[src/rtl/ball_dynamics.sv]
// ball_dynamics: frame-rate Pong ball engine with a serve/play/pause/goal FSM, paddle zone deflection,
// rally speed-up and a sound-event timer. Define DYN_SPIN_EN to add paddle-motion spin on speed_y.
module ball_dynamics #(
    parameter int SCREEN_W      = 800,
    parameter int SCREEN_H      = 600,
    parameter int BALL_SIZE     = 10,
    parameter int PAD_H         = 80,
    parameter int PAD_W         = 10,
    parameter int PAD_OFFSET    = 20,
    parameter int POS_W         = 10,
    parameter int SPEED_W       = 3,
    parameter int SPEED_INIT    = 2,
    parameter int SPEED_MAX     = 6,
    parameter int HITS_PER_STEP = 4,
    parameter int GOAL_WAIT     = 60,
    parameter int SND_WALL      = 10,
    parameter int SND_PAD       = 30,
    parameter int SND_GOAL      = 40
) (
    input  logic               dyn_clk,
    input  logic               reset_n,
    input  logic               new_game,
    input  logic               play,
    input  logic [POS_W-1:0]   pos_ply1,
    input  logic [POS_W-1:0]   pos_ply2,
    output logic               reset_goals,
    output logic               goal_ply1,
    output logic               goal_ply2,
    output logic [POS_W-1:0]   x_ball,
    output logic [POS_W-1:0]   y_ball,
    output logic [SPEED_W-1:0] speed_x,
    output logic [1:0]         state,
    output logic               mute,
    output logic [1:0]         sound
);

    localparam int CW       = POS_W + 2;
    localparam int HW       = (HITS_PER_STEP > 1) ? $clog2(HITS_PER_STEP) : 1;
    localparam int GW       = (GOAL_WAIT > 1) ? $clog2(GOAL_WAIT) : 1;
    localparam int SND_MAXD = (SND_GOAL > SND_PAD) ? ((SND_GOAL > SND_WALL) ? SND_GOAL : SND_WALL)
                                                   : ((SND_PAD > SND_WALL) ? SND_PAD : SND_WALL);
    localparam int TW       = $clog2(SND_MAXD + 1);

    localparam logic signed [CW-1:0] C_ZERO  = '0;
    localparam logic signed [CW-1:0] C_BALL  = CW'(BALL_SIZE);
    localparam logic signed [CW-1:0] C_HALF  = CW'(BALL_SIZE / 2);
    localparam logic signed [CW-1:0] C_PADH  = CW'(PAD_H);
    localparam logic signed [CW-1:0] C_QTR   = CW'(PAD_H / 4);
    localparam logic signed [CW-1:0] C_Q3    = CW'(PAD_H - PAD_H / 4);
    localparam logic signed [CW-1:0] C_OFF   = CW'(PAD_OFFSET);
    localparam logic signed [CW-1:0] C_FACE1 = CW'(PAD_OFFSET + PAD_W);
    localparam logic signed [CW-1:0] C_X2HIT = CW'(SCREEN_W - PAD_OFFSET - PAD_W - BALL_SIZE);
    localparam logic signed [CW-1:0] C_X2LIM = CW'(SCREEN_W - PAD_OFFSET - BALL_SIZE);
    localparam logic signed [CW-1:0] C_XMAX  = CW'(SCREEN_W - BALL_SIZE);
    localparam logic signed [CW-1:0] C_YMAX  = CW'(SCREEN_H - BALL_SIZE);

    localparam logic [POS_W-1:0]   X_CTR = POS_W'((SCREEN_W - BALL_SIZE) / 2);
    localparam logic [POS_W-1:0]   Y_CTR = POS_W'((SCREEN_H - BALL_SIZE) / 2);
    localparam logic [SPEED_W-1:0] S_INI = SPEED_W'(SPEED_INIT);

    typedef enum logic [1:0] {S_SERVE = 2'd0, S_PLAY = 2'd1, S_PAUSE = 2'd2, S_GOAL = 2'd3} state_t;
    typedef enum logic [1:0] {EV_NONE = 2'd0, EV_WALL = 2'd1, EV_PAD = 2'd2, EV_GOAL = 2'd3} event_t;

    state_t             st_q, st_d;
    event_t             snd_q, snd_d, ev;
    logic [POS_W-1:0]   x_q, x_d, y_q, y_d;
    logic               dx_q, dx_d, dy_q, dy_d;
    logic [SPEED_W-1:0] sx_q, sx_d, sy_q, sy_d, sy_h;
    logic [HW-1:0]      hits_q, hits_d;
    logic [GW-1:0]      gcnt_q, gcnt_d;
    logic [TW-1:0]      tmr_q, tmr_d;
    logic               mute_d, g1_d, g2_d, rg_d, dy_h, wall, recentre;

    logic signed [CW-1:0] xs, ys, sxs, sy_hs, p1s, p2s, rel;
    logic                 hit1, hit2, zone_top, zone_bot;

    function automatic logic [SPEED_W-1:0] spd_up(input logic [SPEED_W-1:0] v);
        return (v >= SPEED_W'(SPEED_MAX)) ? v : v + 1'b1;
    endfunction

    function automatic logic [SPEED_W-1:0] spd_dn(input logic [SPEED_W-1:0] v);
        return (v <= SPEED_W'(1)) ? SPEED_W'(1) : v - 1'b1;
    endfunction

    // All geometry is compared in signed POS_W+2 bits so x-speed and y+size cannot wrap.
    assign xs  = $signed({2'b00, x_q});
    assign ys  = $signed({2'b00, y_q});
    assign p1s = $signed({2'b00, pos_ply1});
    assign p2s = $signed({2'b00, pos_ply2});
    assign sxs = $signed({{(CW-SPEED_W){1'b0}}, sx_q});

    assign hit1 = !dx_q && (xs - sxs <= C_FACE1) && (xs >= C_OFF)
                  && (ys + C_BALL > p1s) && (ys < p1s + C_PADH);
    assign hit2 = dx_q && (xs + sxs >= C_X2HIT) && (xs <= C_X2LIM)
                  && (ys + C_BALL > p2s) && (ys < p2s + C_PADH);

    assign rel      = ys + C_HALF - (hit1 ? p1s : p2s);
    assign zone_top = rel < C_QTR;
    assign zone_bot = rel >= C_Q3;

`ifdef DYN_SPIN_EN
    logic [POS_W-1:0] prev1_q, prev2_q;
    logic             pad_dn, pad_up;

    assign pad_dn = hit1 ? (pos_ply1 > prev1_q) : (pos_ply2 > prev2_q);
    assign pad_up = hit1 ? (pos_ply1 < prev1_q) : (pos_ply2 < prev2_q);

    always_ff @(posedge dyn_clk or negedge reset_n) begin
        if (!reset_n) begin
            prev1_q <= '0;
            prev2_q <= '0;
        end else begin
            prev1_q <= pos_ply1;
            prev2_q <= pos_ply2;
        end
    end
`endif

    always_comb begin
        // NOTE: every variable gets a default first so no path leaves one unassigned (no latches).
        st_d     = st_q;
        x_d      = x_q;
        y_d      = y_q;
        dx_d     = dx_q;
        dy_d     = dy_q;
        sx_d     = sx_q;
        sy_d     = sy_q;
        hits_d   = hits_q;
        gcnt_d   = gcnt_q;
        ev       = EV_NONE;
        g1_d     = 1'b0;
        g2_d     = 1'b0;
        rg_d     = 1'b0;
        recentre = 1'b0;
        wall     = 1'b0;
        dy_h     = dy_q;
        sy_h     = sy_q;
        sy_hs    = '0;

        if (new_game) begin
            rg_d     = 1'b1;
            recentre = 1'b1;
            st_d     = S_SERVE;
            gcnt_d   = '0;
        end else begin
            unique case (st_q)
                S_SERVE, S_PAUSE: if (play) st_d = S_PLAY;
                S_GOAL: begin
                    if (gcnt_q == GW'(GOAL_WAIT - 1)) begin
                        recentre = 1'b1;
                        st_d     = S_SERVE;
                        gcnt_d   = '0;
                    end else begin
                        gcnt_d = gcnt_q + 1'b1;
                    end
                end
                S_PLAY: begin
                    if (play) begin
                        st_d = S_PAUSE;
                    end else begin
                        if (hit1 || hit2) begin
                            if (zone_top) begin
                                dy_h = 1'b0;
                                sy_h = spd_up(sy_q);
                            end else if (zone_bot) begin
                                dy_h = 1'b1;
                                sy_h = spd_up(sy_q);
                            end else begin
                                sy_h = spd_dn(sy_q);
                            end
`ifdef DYN_SPIN_EN
                            if ((dy_h && pad_dn) || (!dy_h && pad_up))
                                sy_h = spd_up(sy_h);
                            else if ((dy_h && pad_up) || (!dy_h && pad_dn))
                                sy_h = spd_dn(sy_h);
`endif
                            x_d  = hit1 ? POS_W'(PAD_OFFSET + PAD_W)
                                        : POS_W'(SCREEN_W - PAD_OFFSET - PAD_W - BALL_SIZE);
                            dx_d = hit1;
                            if (hits_q == HW'(HITS_PER_STEP - 1)) begin
                                hits_d = '0;
                                sx_d   = spd_up(sx_q);
                            end else begin
                                hits_d = hits_q + 1'b1;
                            end
                            ev = EV_PAD;
                        end else if (xs - sxs <= C_ZERO) begin
                            x_d    = '0;
                            dx_d   = 1'b0;
                            g2_d   = 1'b1;
                            st_d   = S_GOAL;
                            gcnt_d = '0;
                            ev     = EV_GOAL;
                        end else if (xs + sxs >= C_XMAX) begin
                            x_d    = POS_W'(SCREEN_W - BALL_SIZE);
                            dx_d   = 1'b1;
                            g1_d   = 1'b1;
                            st_d   = S_GOAL;
                            gcnt_d = '0;
                            ev     = EV_GOAL;
                        end else begin
                            x_d = dx_q ? x_q + POS_W'(sx_q) : x_q - POS_W'(sx_q);
                        end

                        // The y axis moves with the direction and speed a paddle just imposed.
                        sy_hs = $signed({{(CW-SPEED_W){1'b0}}, sy_h});
                        sy_d  = sy_h;
                        if (!dy_h && (ys <= sy_hs)) begin
                            y_d  = '0;
                            dy_d = 1'b1;
                            wall = 1'b1;
                        end else if (dy_h && (ys + sy_hs >= C_YMAX)) begin
                            y_d  = POS_W'(SCREEN_H - BALL_SIZE);
                            dy_d = 1'b0;
                            wall = 1'b1;
                        end else begin
                            y_d  = dy_h ? y_q + POS_W'(sy_h) : y_q - POS_W'(sy_h);
                            dy_d = dy_h;
                        end
                        if (wall && (ev == EV_NONE)) ev = EV_WALL;
                    end
                end
                default: st_d = S_SERVE;
            endcase
        end

        if (recentre) begin
            x_d    = X_CTR;
            y_d    = Y_CTR;
            sx_d   = S_INI;
            sy_d   = S_INI;
            hits_d = '0;
        end

        tmr_d = tmr_q;
        snd_d = snd_q;
        if (st_q != S_PAUSE) begin
            if (ev != EV_NONE) begin
                snd_d = ev;
                tmr_d = (ev == EV_GOAL) ? TW'(SND_GOAL) : (ev == EV_PAD) ? TW'(SND_PAD) : TW'(SND_WALL);
            end else if (tmr_q != '0) begin
                tmr_d = tmr_q - 1'b1;
            end
        end
        if (tmr_d == '0) snd_d = EV_NONE;
        mute_d = (st_d == S_PAUSE) || (tmr_d == '0);
    end

    // NOTE: state registers use non-blocking assignments so every flop samples pre-edge values.
    always_ff @(posedge dyn_clk or negedge reset_n) begin
        if (!reset_n) begin
            st_q        <= S_SERVE;
            x_q         <= X_CTR;
            y_q         <= Y_CTR;
            dx_q        <= 1'b1;
            dy_q        <= 1'b1;
            sx_q        <= S_INI;
            sy_q        <= S_INI;
            hits_q      <= '0;
            gcnt_q      <= '0;
            tmr_q       <= '0;
            snd_q       <= EV_NONE;
            mute        <= 1'b1;
            goal_ply1   <= 1'b0;
            goal_ply2   <= 1'b0;
            reset_goals <= 1'b0;
        end else begin
            st_q        <= st_d;
            x_q         <= x_d;
            y_q         <= y_d;
            dx_q        <= dx_d;
            dy_q        <= dy_d;
            sx_q        <= sx_d;
            sy_q        <= sy_d;
            hits_q      <= hits_d;
            gcnt_q      <= gcnt_d;
            tmr_q       <= tmr_d;
            snd_q       <= snd_d;
            mute        <= mute_d;
            goal_ply1   <= g1_d;
            goal_ply2   <= g2_d;
            reset_goals <= rg_d;
        end
    end

    assign x_ball  = x_q;
    assign y_ball  = y_q;
    assign speed_x = sx_q;
    assign state   = st_q;
    assign sound   = snd_q;

endmodule
[config.mk]
export PLATFORM = sky130hd
export DESIGN_NAME = ball_dynamics
export DESIGN_NICKNAME = d
export VERILOG_FILES = /design/src/rtl/ball_dynamics.sv
export SDC_FILE = /design/constraint.sdc
export NUM_CORES = 1
export LEC_CHECK = 0
export CAP_MARGIN = 5
export CORE_ASPECT_RATIO = 0.9
export CORE_MARGIN = 2
export CORE_UTILIZATION = 36
export DETAILED_ROUTE_END_ITERATION = 10
export PLACE_DENSITY_LB_ADDON = 0.2
export REMOVE_ABC_BUFFERS = 1
export SLEW_MARGIN = 40
export SYNTH_ARGS = -nofsm -noshare
export SYNTH_HDL_FRONTEND = slang
export SYNTH_SLANG_ARGS = --single-unit
export TNS_END_PERCENT = 5
[constraint.sdc]
create_clock -name dyn_clk -period 11.48 [get_ports dyn_clk]
set_clock_uncertainty 0.05 [all_clocks]
set_input_delay 2.87 -clock dyn_clk [delete_from_list [all_inputs] [get_ports dyn_clk]]
set_output_delay 2.87 -clock dyn_clk [all_outputs]
set_load 0.005 [all_outputs]
==> results of run 1 <==
-- stage by stage --
stage | cells | instance area, um2
final | 1083 | 7520
after floorplan | 766 | 6370
after global placement | 1075 | 7320
after global routing | 1083 | 7520
after detailed placement | 1075 | 7320
after CTS | 1083 | 7490
-- sequential cells by signal, summed over array words and instances, names as in the netlist --
| register | count |
|---|---|
| tmr_q | 6 |
| goal_ply1 | 1 |
| speed_x | 3 |
| gcnt_q | 6 |
| goal_ply2 | 1 |
| hits_q | 2 |
| reset_goals | 1 |
| x_ball | 10 |
| sy_q | 3 |
| mute | 1 |
| sound | 2 |
| state | 2 |
| dx_q | 1 |
| y_ball | 10 |
| dy_q | 1 |
-- power by group through the flow --
stage          Clock, mW  Combinational [mW]  Sequential (mW)
3_5_place_dp           0               0.914            0.356
2_1_floorplan          0               0.681            0.314
5_1_grt            0.187                1.05            0.366
3_3_place_gp           0               0.913            0.359
4_1_cts            0.180               0.920            0.354
6_report           0.177               0.929            0.356
-- critical path, delay by kind of cell --
family	cells	cell delay (ps)
muxes	3	670
AOI/OAI and AO/OA	13	2510
xor gates and xnor gates	2	340
and+or+nand+nor	12	1800
adders and majority gates	6	1900
buffers and inverters	4	810
-- cell families after synthesis --
family,share of synthesized area (%)
adder cells (fa/ha/maj),20.1
buffers and inverters,5.58
AO/OA/AOI/OAI,26.2
AND/OR/NAND/NOR,20.2
XOR/XNOR,5.39
multiplexers,2.95
flip-flops,19.5
-- timing repair --
item,CTS,global route
endpoints found under the setup margin,0,8
endpoints found under the hold margin,0,0
resized for setup,0,6
-- layout by cell type, fill, tap and decap left out, types with 6 or more instances in the layout --
master / synthesis / final
o211ai_1: 8 / 8
dfstp_2: 15 / 15
xor2_1: 13 / 13
and3_1: 8 / 8
o21ai_0: 41 / 41
nor4_1: 9 / 9
nor3_1: 24 / 24
nand2_1: 60 / 59
xnor2_1: 27 / 27
mux2i_1: 12 / 12
clkdlybuf4s50_1: 0 / 53
buf_4: 2 / 15
dfrtp_1: 35 / 35
a21oi_1: 64 / 63
nand4_1: 9 / 9
o21a_1: 11 / 11
a211oi_1: 7 / 6
a21o_1: 16 / 16
fa_1: 7 / 7
nor2b_1: 15 / 15
or3_1: 7 / 7
ha_1: 93 / 93
a31oi_1: 11 / 11
nor2_1: 61 / 59
o22ai_1: 8 / 8
nand2b_1: 12 / 12
o31ai_1: 7 / 7
nand3_1: 17 / 17
inv_1: 62 / 62
o2bb2ai_1: 6 / 6
-- layout make-up --
class | count | area (um2) | share of cell area, %
Multi-Input combinational cell | 654 | 4890 | 65.1
Inverter | 62 | 233 | 3.10
Clock inverter | 3 | 47.5 | 0.633
Sequential cell | 50 | 1270 | 16.9
Tap cell | 240 | 300 | 4.00
Timing Repair Buffer | 69 | 648 | 8.62
Clock buffer | 5 | 125 | 1.66
-- path summary, 6_finish.rpt --
kind / from / to / depth (start not counted)
setup / recovery: pos_ply1[4] / sound[0]$_DFFE_PN0P_ / 40
hold / removal: dy_q$_DFFE_PN1P_ / dy_q$_DFFE_PN1P_ / 2
setup reg to reg: y_ball[6]$_DFFE_PN0P_ / sound[0]$_DFFE_PN0P_ / 39
hold reg to reg: dy_q$_DFFE_PN1P_ / dy_q$_DFFE_PN1P_ / 2
max in group asynchronous: reset_n / tmr_q[2]$_DFF_PN0_ / 2
min in group asynchronous: reset_n / sy_q[2]$_DFFE_PN0P_ / 2
-- metal layers --
layer  global-route usage [%]  vias up  part of all wire (%)
met4                     2.67        0                  0.79
li1                         -     3015                     -
met5                        0        -                     0
met1                     28.9     2894                    50
met3                     2.50       12                   6.2
met2                     28.9      176                    43
==> flow_summary.json, run 1 <==
{
  "start_util_pct": 36.8,
  "cts_htree_levels": 2,
  "vdd_drop_max_mv": 0.143,
  "cp_data_arrival_time_ps": 10910,
  "grt_use_total_pct": 18.9,
  "ys_types": 90,
  "hpwl_mm": 14.3,
  "postCtsSetupRepairBufs": 0,
  "drive_gt1_share_pct": 9.02,
  "grt_pass1_vias": 5700,
  "drc_errors": 0,
  "drt_wl_total_mm": 18.7,
  "slew_violations": 0,
  "leakage_nw": 3.28,
  "antenna_found_initial": 0,
  "synth_top_flop_cell": "dfrtp_1",
  "yosysMostFrequentCell": "ha_1",
  "syn_area_per_cell_um2": 8.19,
  "hold_viol": 0,
  "grt_start_max_net_pins": 51,
  "clock_latency_ps": 290,
  "dr.pass1.iters": 6,
  "die_h_um": 131,
  "ys_async_sr_fraction_pct": 100,
  "syn_inst": 793,
  "synth_top_cell_by_area": "ha_1",
  "yosys-top-cells-area": "ha_1 18%, dfrtp_1 13%, dfstp_2 6.1%, a21oi_1 4.9%, xnor2_1 3.6%",
  "post-route-period-util_pct": 94.0,
  "die_area_um2": 19100,
  "worstPathMaxFanout": 7,
  "synth_edf_count": 0,
  "tns_ps": 0,
  "wl_per_cell_um": 17.2,
  "finalSetupViolations": 0,
  "yosys_warnings": 0,
  "pin_count": 55,
  "rows": 46,
  "pwr-share-comb_pct": 63.6,
  "synth.top_cell.area_share_pct": 17.9,
  "crit_slowest_cell": "clkdlybuf4s50_1",
  "antenna_left": 0,
  "grt_overflow": 0,
  "cts.sinks": 50,
  "period_minus_slack_ps": 10790,
  "startpoint_type": "input port",
  "cts_buffers": 5,
  "synth_area_um2": 6500,
  "core_um2": 17700,
  "swShare_pct": 47.4,
  "utilization_pct": 42.5,
  "crit_path_frequent_cell": "ha_1",
  "rsz0062_at_grt": "false",
  "cap_violations": 0,
  "ys_ff_latch": 50,
  "first_iter_violations": 331,
  "worst_setup_path_end_kind": "register",
  "clkPwrFrac_pct": 12.1,
  "fill_cells": 1828,
  "postCtsHoldBufs": 0,
  "n_antenna_cell": 0,
  "grt_pass1_wl_mm": 30.0,
  "clk_pin_slew_ps": 70,
  "max_slew_margin_pct": 54.8,
  "synth_sequential_area_ratio_pct": 19.5,
  "status": "completed",
  "fin_total_pwr_mw": 1.46,
  "port_buffers": 54,
  "die_x_um": 146,
  "via_per_inst": 5.63,
  "cts_tree": "yes",
  "hold_slack_ps": 459,
  "cts_root_buf": "clkbuf_16",
  "critPathMaxStageDelay_ps": 480,
  "area_growth_pct": 15.7,
  "crit_required_ps": 11600,
  "synth_common_cells": "93 x ha_1, 64 x a21oi_1, 62 x inv_1",
  "min_path_type": "reg2reg",
  "nets": 966,
  "tightest_slew_ps": 679,
  "p_seq_share_pct": 24.3,
  "critPathKind": "in2reg",
  "gp_congestion": 0.877,
  "final.setup.worst_slack_ps": 692,
  "pre_cts_ws_ps": 55.8,
  "via_count": 6097,
  "powerDensity_nw_per_um2": 194,
  "fmax_ghz": 0.0927,
  "power.net_switching_mw": 0.693,
  "internal_power_mw": 0.769,
  "ff2ff_setup_slack_ps": 2440,
  "clk_path_buf_depth": 2
}
Note: power is estimated with default switching activity, not from simulation.
==> run 2: changes to the inputs <==
--- a/config.mk
+++ b/config.mk
@@ -6,7 +6,7 @@
 export NUM_CORES = 1
 export LEC_CHECK = 0
 export CAP_MARGIN = 5
-export CORE_ASPECT_RATIO = 0.9
+export CORE_ASPECT_RATIO = 0.6
 export CORE_MARGIN = 2
 export CORE_UTILIZATION = 36
 export DETAILED_ROUTE_END_ITERATION = 10
==> run 2 against run 1 <==
Register-to-register slack got worse by 50 ps. Routed wire length grew 7.0%. Combinational power increased by 3.3%. Non-clock buffer count unchanged. Sequential power is essentially flat. Via count about the same. Clock power fell by 8%. Setup slack better by 7.8 ps. Die area grew 0.18%. Largest power group unchanged. Highest routed layer unchanged.
==> flow_summary.json, run 2 (synthesis results as in run 1) <==
{
  "reg2reg_depth": 38,
  "period_minus_slack_ps": 10780,
  "max_slew_margin_pct": 50.4,
  "hpwl_mm": 15.7,
  "via_per_inst": 5.66,
  "regArea_um2": 1270,
  "die_area_um2": 19200,
  "clock_latency_ps": 300,
  "hold_depth": 2,
  "grt_pass1_vias": 5558,
  "core_um2": 17400,
  "slew_violations": 0,
  "crit_path_frequent_cell": "ha_1",
  "status": "completed",
  "clk_pin_slew_ps": 70,
  "dp_cells": 1068,
  "critPathMaxStageDelay_ps": 470,
  "layout_common_cells": "93 x ha_1, 63 x a21oi_1, 62 x inv_1",
  "finalSetupViolations": 0,
  "cts_root_buf": "clkbuf_16",
  "postCtsHoldBufs": 0,
  "fin_area_um2": 7540,
  "hp-start": "dy_q$_DFFE_PN1P_",
  "worstPathMaxFanout": 8,
  "antenna_left": 0,
  "gp_congestion": 0.915,
  "fill_cells": 1778,
  "wl_per_cell_um": 18.6,
  "reg2reg_from": "y_ball[4]$_DFFE_PN0P_",
  "n_antenna_cell": 0,
  "crit_required_ps": 11600,
  "rows": 37,
  "powerDensity_nw_per_um2": 196,
  "grt_pass1_wl_mm": 31.8,
  "post-route-period-util_pct": 93.9,
  "fin_total_pwr_mw": 1.48,
  "final_common_cell": "ha_1",
  "drive_gt1_share_pct": 9.73,
  "clk_path_buf_depth": 2,
  "dr.pass1.iters": 5,
  "cts_tree": "yes",
  "crit_slowest_cell": "clkdlybuf4s50_1",
  "die_x_um": 177,
  "placed_cell_area_um2": 7310,
  "min_to": "dy_q$_DFFE_PN1P_",
  "timing.rr.end": "tmr_q[2]$_DFF_PN0_",
  "grt_use_total_pct": 21.2,
  "port_buffers": 54,
  "cts_htree_levels": 2,
  "tightest_slew_ps": 745,
  "ff2ff_setup_slack_ps": 2390,
  "nets": 966,
  "fmax_ghz": 0.0928,
  "grt_start_max_net_pins": 51,
  "drc_errors": 0,
  "pin_count": 55,
  "min_path_type": "reg2reg",
  "die_h_um": 108,
  "drt_wl_total_mm": 20.0,
  "first_iter_violations": 626,
  "startpoint_type": "input port",
  "hold_viol": 0,
  "stdcell_count": 1077,
  "cts.sinks": 50,
  "cp_data_arrival_time_ps": 10900,
  "multiInputGateArea_um2": 4930,
  "leakage_nw": 3.29,
  "vdd_drop_max_mv": 0.102,
  "via_count": 6091,
  "worst_setup_path_end_kind": "register",
  "grt_overflow": 0,
  "area_growth_pct": 16.0,
  "cts_buffers": 5,
  "critPathKind": "in2reg",
  "start_util_pct": 37.3,
  "cap_violations": 0,
  "antenna_found_initial": 0
}
-- run 2: cell count changes in the layout (fill, tap and decap cells not counted), sizes merged --
cell    delta
clkbuf     +2
bufinv     -1
inv        -1
-- run 2: routing by layer --
layer	part of all wire, %	track usage, %	vias up
li1	-	-	3024
met2	36	27.0	235
met4	0.52	1.99	0
met1	55	35.9	2818
met3	8.1	3.94	14
met5	0	0	-
-- run 2: worst max-delay path by stage --
stage | startpoint | endpoint | slack (ps) | cells past startpoint
floorplan | pos_ply1[4] | sound[0]$_DFFE_PN0P_ | 480 | 37
global placement | pos_ply1[4] | sound[0]$_DFFE_PN0P_ | 160 | 39
detailed placement | pos_ply1[4] | sound[0]$_DFFE_PN0P_ | -110 | 39
CTS | pos_ply1[4] | sound[0]$_DFFE_PN0P_ | 190 | 39
global route | pos_ply1[4] | tmr_q[2]$_DFF_PN0_ | -30 | 39
finish | pos_ply1[4] | tmr_q[2]$_DFF_PN0_ | 700 | 39
-- run 2: repair_timing --
| item | 4_1_cts | 5_1_grt |
|---|---|---|
| endpoints found under the setup margin | 0 | 18 |
| setup buffers | 0 | 1 |
| resized for setup | 0 | 13 |
-- run 2: area by class of cell --
cell class / instances / area share [%]
Timing Repair Buffer: 69 / 8.60
Clock inverter: 1 / 0.116
Clock buffer: 7 / 2.03
Tap cell: 234 / 3.88
Sequential cell: 50 / 16.8
Inverter: 62 / 3.09
Multi-Input combinational cell: 654 / 65.4
-- run 2: per-stage QoR --
| step | util [%] | setup TNS [ps] | worst slack (ps) | hold slack (ps) |
|---|---|---|---|---|
| global route | 43.3 | -28.0 | -28.0 | 492 |
| finish | 43.3 | 0 | 700 | 451 |
| global placement | 41.9 | 0 | 161 | 441 |
| floorplan | - | 0 | 483 | 421 |
| CTS | 42.9 | 0 | 190 | 454 |
| detailed placement | 42.0 | -294 | -111 | 444 |
-- run 2: worst max-delay path, delay by kind of cell --
kind            cells  cell delay (ps)
compound gates     17             3380
fa+ha+maj           7             2100
xor+xnor            1              140
simple gates        9             1360
buf+inv             4              750
mux                 1              310
-- run 2: report_power, final --
part	switching [mW]	internal, mW
combinational	0.525	0.435
clock	0.0695	0.0933
sequential	0.120	0.233
total	0.714	0.761
==> run 3: changes to the inputs <==
--- a/config.mk
+++ b/config.mk
@@ -7,9 +7,10 @@
 export LEC_CHECK = 0
 export CAP_MARGIN = 5
 export CORE_ASPECT_RATIO = 0.6
-export CORE_MARGIN = 2
+export CORE_MARGIN = 4
 export CORE_UTILIZATION = 36
 export DETAILED_ROUTE_END_ITERATION = 10
+export MAX_ROUTING_LAYER = met4
 export PLACE_DENSITY_LB_ADDON = 0.2
 export REMOVE_ABC_BUFFERS = 1
 export SLEW_MARGIN = 40
==> run 3 against run 2 <==
Flip-flop and latch count unchanged. Sequential share of layout area about the same. Largest power group unchanged. Non-clock buffer count unchanged. Total power up 1.0%. Combinational power about the same. Critical path type unchanged. Final cell count unchanged. Clock-buffer cell count unchanged. First-iteration DRC count up 2.4%.
==> flow_summary.json, run 3 (synthesis results as in run 1) <==
{
  "rows": 37,
  "antenna_found_initial": 0,
  "cts_htree_levels": 2,
  "grt_pass1_vias": 5691,
  "clock_latency_ps": 290,
  "crit_path_frequent_cell": "ha_1",
  "period_minus_slack_ps": 10810,
  "finalSetupViolations": 0,
  "path_delay_family": "compound AO/OA/AOI/OAI gates",
  "drt_wl_total_mm": 20.1,
  "hpwl_mm": 15.9,
  "cap_violations": 0,
  "critPathMaxStageDelay_ps": 460,
  "nets": 966,
  "leakage_nw": 3.28,
  "grt_start_max_net_pins": 51,
  "die_h_um": 112,
  "crit_required_ps": 11600,
  "final.setup.worst_slack_ps": 670,
  "via_count": 6166,
  "cts.sinks": 50,
  "core_um2": 17400,
  "cts_root_buf": "clkbuf_16",
  "first_iter_violations": 641,
  "stdcell_count": 1077,
  "tightest_slew_ps": 792,
  "critPathKind": "in2reg",
  "rsz0062_at_grt": "true",
  "via_per_inst": 5.73,
  "multiInputGateArea_um2": 4910,
  "min_path_type": "reg2reg",
  "cp_num_buf_inv": 4,
  "final_common_cell": "ha_1",
  "max_slew_margin_pct": 47.2,
  "die_x_um": 181,
  "cts_buffers": 5,
  "drive_gt1_share_pct": 9.37,
  "postCtsHoldBufs": 0,
  "pre_cts_ws_ps": -95.7,
  "cts_tree": "yes",
  "worstPathMaxFanout": 7,
  "clk_pin_slew_ps": 70,
  "n_antenna_cell": 0,
  "gp_congestion": 0.905,
  "layout_common_cells": "93 x ha_1, 63 x a21oi_1, 62 x inv_1",
  "wl_per_cell_um": 18.6,
  "startpoint_type": "input port",
  "worst_setup_path_end_kind": "register",
  "post-route-period-util_pct": 94.2,
  "grt_use_total_pct": 20.3,
  "dp_cells": 1069,
  "powerDensity_nw_per_um2": 198,
  "pin_count": 55,
  "utilization_pct": 43.3,
  "clk_path_buf_depth": 2,
  "fill_cells": 1802,
  "fmax_ghz": 0.0925,
  "status": "completed",
  "dr.pass1.iters": 5,
  "start_util_pct": 37.3,
  "port_buffers": 54,
  "crit_slowest_cell": "clkdlybuf4s50_1",
  "antenna_left": 0,
  "hold_viol": 0,
  "die_area_um2": 20300,
  "grt_overflow": 0,
  "vdd_drop_max_mv": 0.0874,
  "grt_pass1_wl_mm": 32.9,
  "drc_errors": 0,
  "cp_data_arrival_time_ps": 10930,
  "regArea_um2": 1270,
  "slew_violations": 0,
  "area_growth_pct": 15.9
}
[run 3: final timing paths]
check                                           start                     end  slack, ps  depth (start not counted)
max in group asynchronous                     reset_n   gcnt_q[3]$_DFFE_PN0P_       8290                          2
worst min-delay path            gcnt_q[5]$_DFFE_PN0P_   gcnt_q[5]$_DFFE_PN0P_        460                          1
worst max register to register  y_ball[4]$_DFFE_PN0P_    sound[0]$_DFFE_PN0P_       2410                         39
worst max-delay path                      pos_ply1[4]    sound[0]$_DFFE_PN0P_        670                         40
min in group asynchronous                     reset_n  speed_x[2]$_DFFE_PN0P_       2640                          2
worst min register to register  gcnt_q[5]$_DFFE_PN0P_   gcnt_q[5]$_DFFE_PN0P_        460                          1
[run 3: power by group]
group | total [mW] | internal [mW] | switching (mW) | leakage (nW)
registers | 0.352 | 0.233 | 0.118 | 0.622
clock network | 0.176 | 0.109 | 0.0666 | 0.0841
logic | 0.963 | 0.436 | 0.528 | 2.58
[run 3: stage by stage]
stage                     setup TNS (ps)  cell area [um2]  power, mW  hold slack, ps
final                                  0             7530       1.49             464
after CTS                              0             7480       1.47             470
after global routing               -27.4             7530       1.63             496
after floorplan                        0             6370      0.994             421
after global placement                 0             7310       1.29             452
after detailed placement            -225             7310       1.29             449
[run 3: cell type report]
type                            count  share of cell area [%]
Clock buffer                        7                    1.89
Clock inverter                      1                   0.399
Sequential cell                    50                    16.9
Tap cell                          234                    3.89
Timing Repair Buffer               69                    8.61
Multi-Input combinational cell    654                    65.2
Inverter                           62                    3.09
[run 3: routing by layer]
metal | vias up | global-route usage (%) | wire [um]
li1 | 3013 | - | -
met3 | 8 | 3.14 | 1560
met4 | 0 | 1.40 | 79
met1 | 2923 | 33.8 | 11000
met5 | - | - | 0
met2 | 222 | 25.9 | 7460
[run 3: repair_timing]
action	CTS	global route
resized for setup	0	10
setup buffers	0	0
endpoints found under the setup margin	0	18
==> patch: new RTL, settings of run 3 <==
Register the inputs `new_game` and `play` before use. The logic sees them one clock later. The other inputs are not delayed to match.
--- a/src/rtl/ball_dynamics.sv
+++ b/src/rtl/ball_dynamics.sv
@@ -61,6 +61,14 @@
     typedef enum logic [1:0] {S_SERVE = 2'd0, S_PLAY = 2'd1, S_PAUSE = 2'd2, S_GOAL = 2'd3} state_t;
     typedef enum logic [1:0] {EV_NONE = 2'd0, EV_WALL = 2'd1, EV_PAD = 2'd2, EV_GOAL = 2'd3} event_t;
 
+    logic new_game_q;
+    logic play_q;
+
+    always_ff @(posedge dyn_clk) begin
+        new_game_q <= new_game;
+        play_q     <= play;
+    end
+
     state_t             st_q, st_d;
     event_t             snd_q, snd_d, ev;
     logic [POS_W-1:0]   x_q, x_d, y_q, y_d;
@@ -137,14 +145,14 @@
         sy_h     = sy_q;
         sy_hs    = '0;
 
-        if (new_game) begin
+        if (new_game_q) begin
             rg_d     = 1'b1;
             recentre = 1'b1;
             st_d     = S_SERVE;
             gcnt_d   = '0;
         end else begin
             unique case (st_q)
-                S_SERVE, S_PAUSE: if (play) st_d = S_PLAY;
+                S_SERVE, S_PAUSE: if (play_q) st_d = S_PLAY;
                 S_GOAL: begin
                     if (gcnt_q == GW'(GOAL_WAIT - 1)) begin
                         recentre = 1'b1;
@@ -155,7 +163,7 @@
                     end
                 end
                 S_PLAY: begin
-                    if (play) begin
+                    if (play_q) begin
                         st_d = S_PAUSE;
                     end else begin
                         if (hit1 || hit2) begin
Function: changed (Yosys sat finds a counterexample within 4 cycles, from zero or initial values and one cycle with reset_n low).
==> patch against run 3 <==
  * Worst setup slack worse by 82 ps
  * Final area up 0.75%
  * Sequential power down 12%
  * Total power down 20%
  * Sequential cell count up 2
  * Routed wire length down 0.70%
  * Area after synthesis up 0.62%
  * Critical path depth unchanged
  * Largest cell class unchanged
  * Largest power group unchanged
  * Highest routed layer unchanged
==> patch: results (changes against run 3) <==
- The flow ran to the end, and the final reports show no timing, DRC or antenna violations.
- The ratio of cells with drive above 1 in the final layout was 9.681% (+0.31 points).
- The wire length of the first global-routing pass is 31,560 um (-3.9%).
- The data arrival time of the worst path is 11,020 ps (+90 ps).
- The proportion of synthesized flip-flops having asynchronous set or reset is 96.15% (-3.8 points).
- The met2 track demand over resource is 23.74% (-2.1 points).
- The first-pass iteration count of the detailed router came to 6 (+1).
- The source of the worst hold timing path is new_game_q.
- The detailed placer's ending HPWL is 15,630 um (-1.9%).
- The global routing met3 resource utilization is 3.659% (+0.52 points).
- The critical-path maximum fanout is 9 (+2).
- The final weighted congestion of routability-driven global placement was 0.9396 (+3.9%).
- The end point of the most critical hold path is reset_goals.
- The number of distinct library cells after synthesis is 91 (+1.1%).
- The met1 usage is 32.47% (-1.3 points).
- The total via count after detailed routing is 6,069 (-1.6%).
- The final layout net count came to 970 (+0.41%).
- The tightest hold margin is 373.3 ps (-90.83 ps).
- The reg2reg setup slack was 2250 ps (-160 ps).
- The worst max-slew margin expressed relative to the limit is 53.51% (+6.3 points).
- The register area share after synthesis is 20.04% (+0.49 points).
- The via count of the first global-routing pass is 5,536 (-2.7%).
- The number of cells on the worst hold path was 0 (-1).
- The switching power as a share of total power is 45.67% (-2.1 points).
- By area the synthesized netlist is led by ha_1, dfrtp_1, dfstp_2, a21oi_1, xnor2_1.
- The maximum resistive drop on vdd is 0.07507 mV (-14%).
- The placement-stage worst setup slack is -79.96 ps (+15.77 ps).
## patch: kinds of logic after synthesis
| group | count (synthesis) | share of synthesized area [%] |
|---|---|---|
| AOI/OAI and AO/OA | 245 | 26.07 |
| xor gates and xnor gates | 40 | 5.359 |
| adders and majority gates | 100 | 19.94 |
| buffers and inverters | 89 | 5.550 |
| DFF | 52 | 20.04 |
| muxes | 18 | 2.928 |
| and+or+nand+nor | 251 | 20.11 |
## patch: cell type report
type	count	area, um^2
clock buffer	5	125.1
multi-input combinational	654	4915
timing repair buffer	71	663.1
inverter	62	232.7
tap	234	292.8
sequential	52	1310
clock inverter	3	46.29
fill	1721	9868
## patch: power by group through the flow
stage / sequential, uW / combinational, uW / clock, uW
CTS: 310 / 693 / 180
global placement: 315 / 691 / 0
global route: 319 / 794 / 188
floorplan: 288 / 494 / 0
finish: 311 / 712 / 177
detailed placement: 313 / 687 / 0
## patch: worst max-delay path, delay by kind of cell
| family | cells | cell delay (ps) |
|---|---|---|
| buffers and inverters | 4 | 760 |
| muxes | 3 | 710 |
| xor gates and xnor gates | 2 | 320 |
| and+or+nand+nor | 11 | 1760 |
| AOI/OAI and AO/OA | 14 | 2650 |
| adders and majority gates | 6 | 1930 |
## patch: worst max-delay path by stage
stage	startpoint	to	slack (ps)	cells past startpoint
6_report	pos_ply1[5]	sound[0]	590	40
5_1_grt	pos_ply1[4]	sound[0]	-10	40
4_1_cts	pos_ply1[4]	sound[0]	200	40
3_5_place_dp	pos_ply1[4]	sound[0]	-80	40
3_3_place_gp	pos_ply1[4]	sound[0]	140	40
2_1_floorplan	pos_ply1[4]	sound[0]	480	37
## patch: metal layers
| layer | share of wire, % | up-vias |
|---|---|---|
| li1 | - | 3028 |
| met3 | 8.3 | 9 |
| met2 | 37 | 237 |
| met1 | 55 | 2795 |
| met5 | 0 | - |
| met4 | 0.45 | 0 |
## patch: repair_timing
item,CTS,global route
gates resized for setup,0,9
hold buffers,0,0
setup endpoints to repair,0,17
setup buffers,0,1
## patch: through the flow
stage	instance area, um^2	TNS (ps)	cells
after floorplan	6407	0	768
after global placement	7356	0	1072
after detailed placement	7361	-172.9	1072
after CTS	7532	0	1080
after global routing	7585	-9.655	1081
final	7585	0	1081
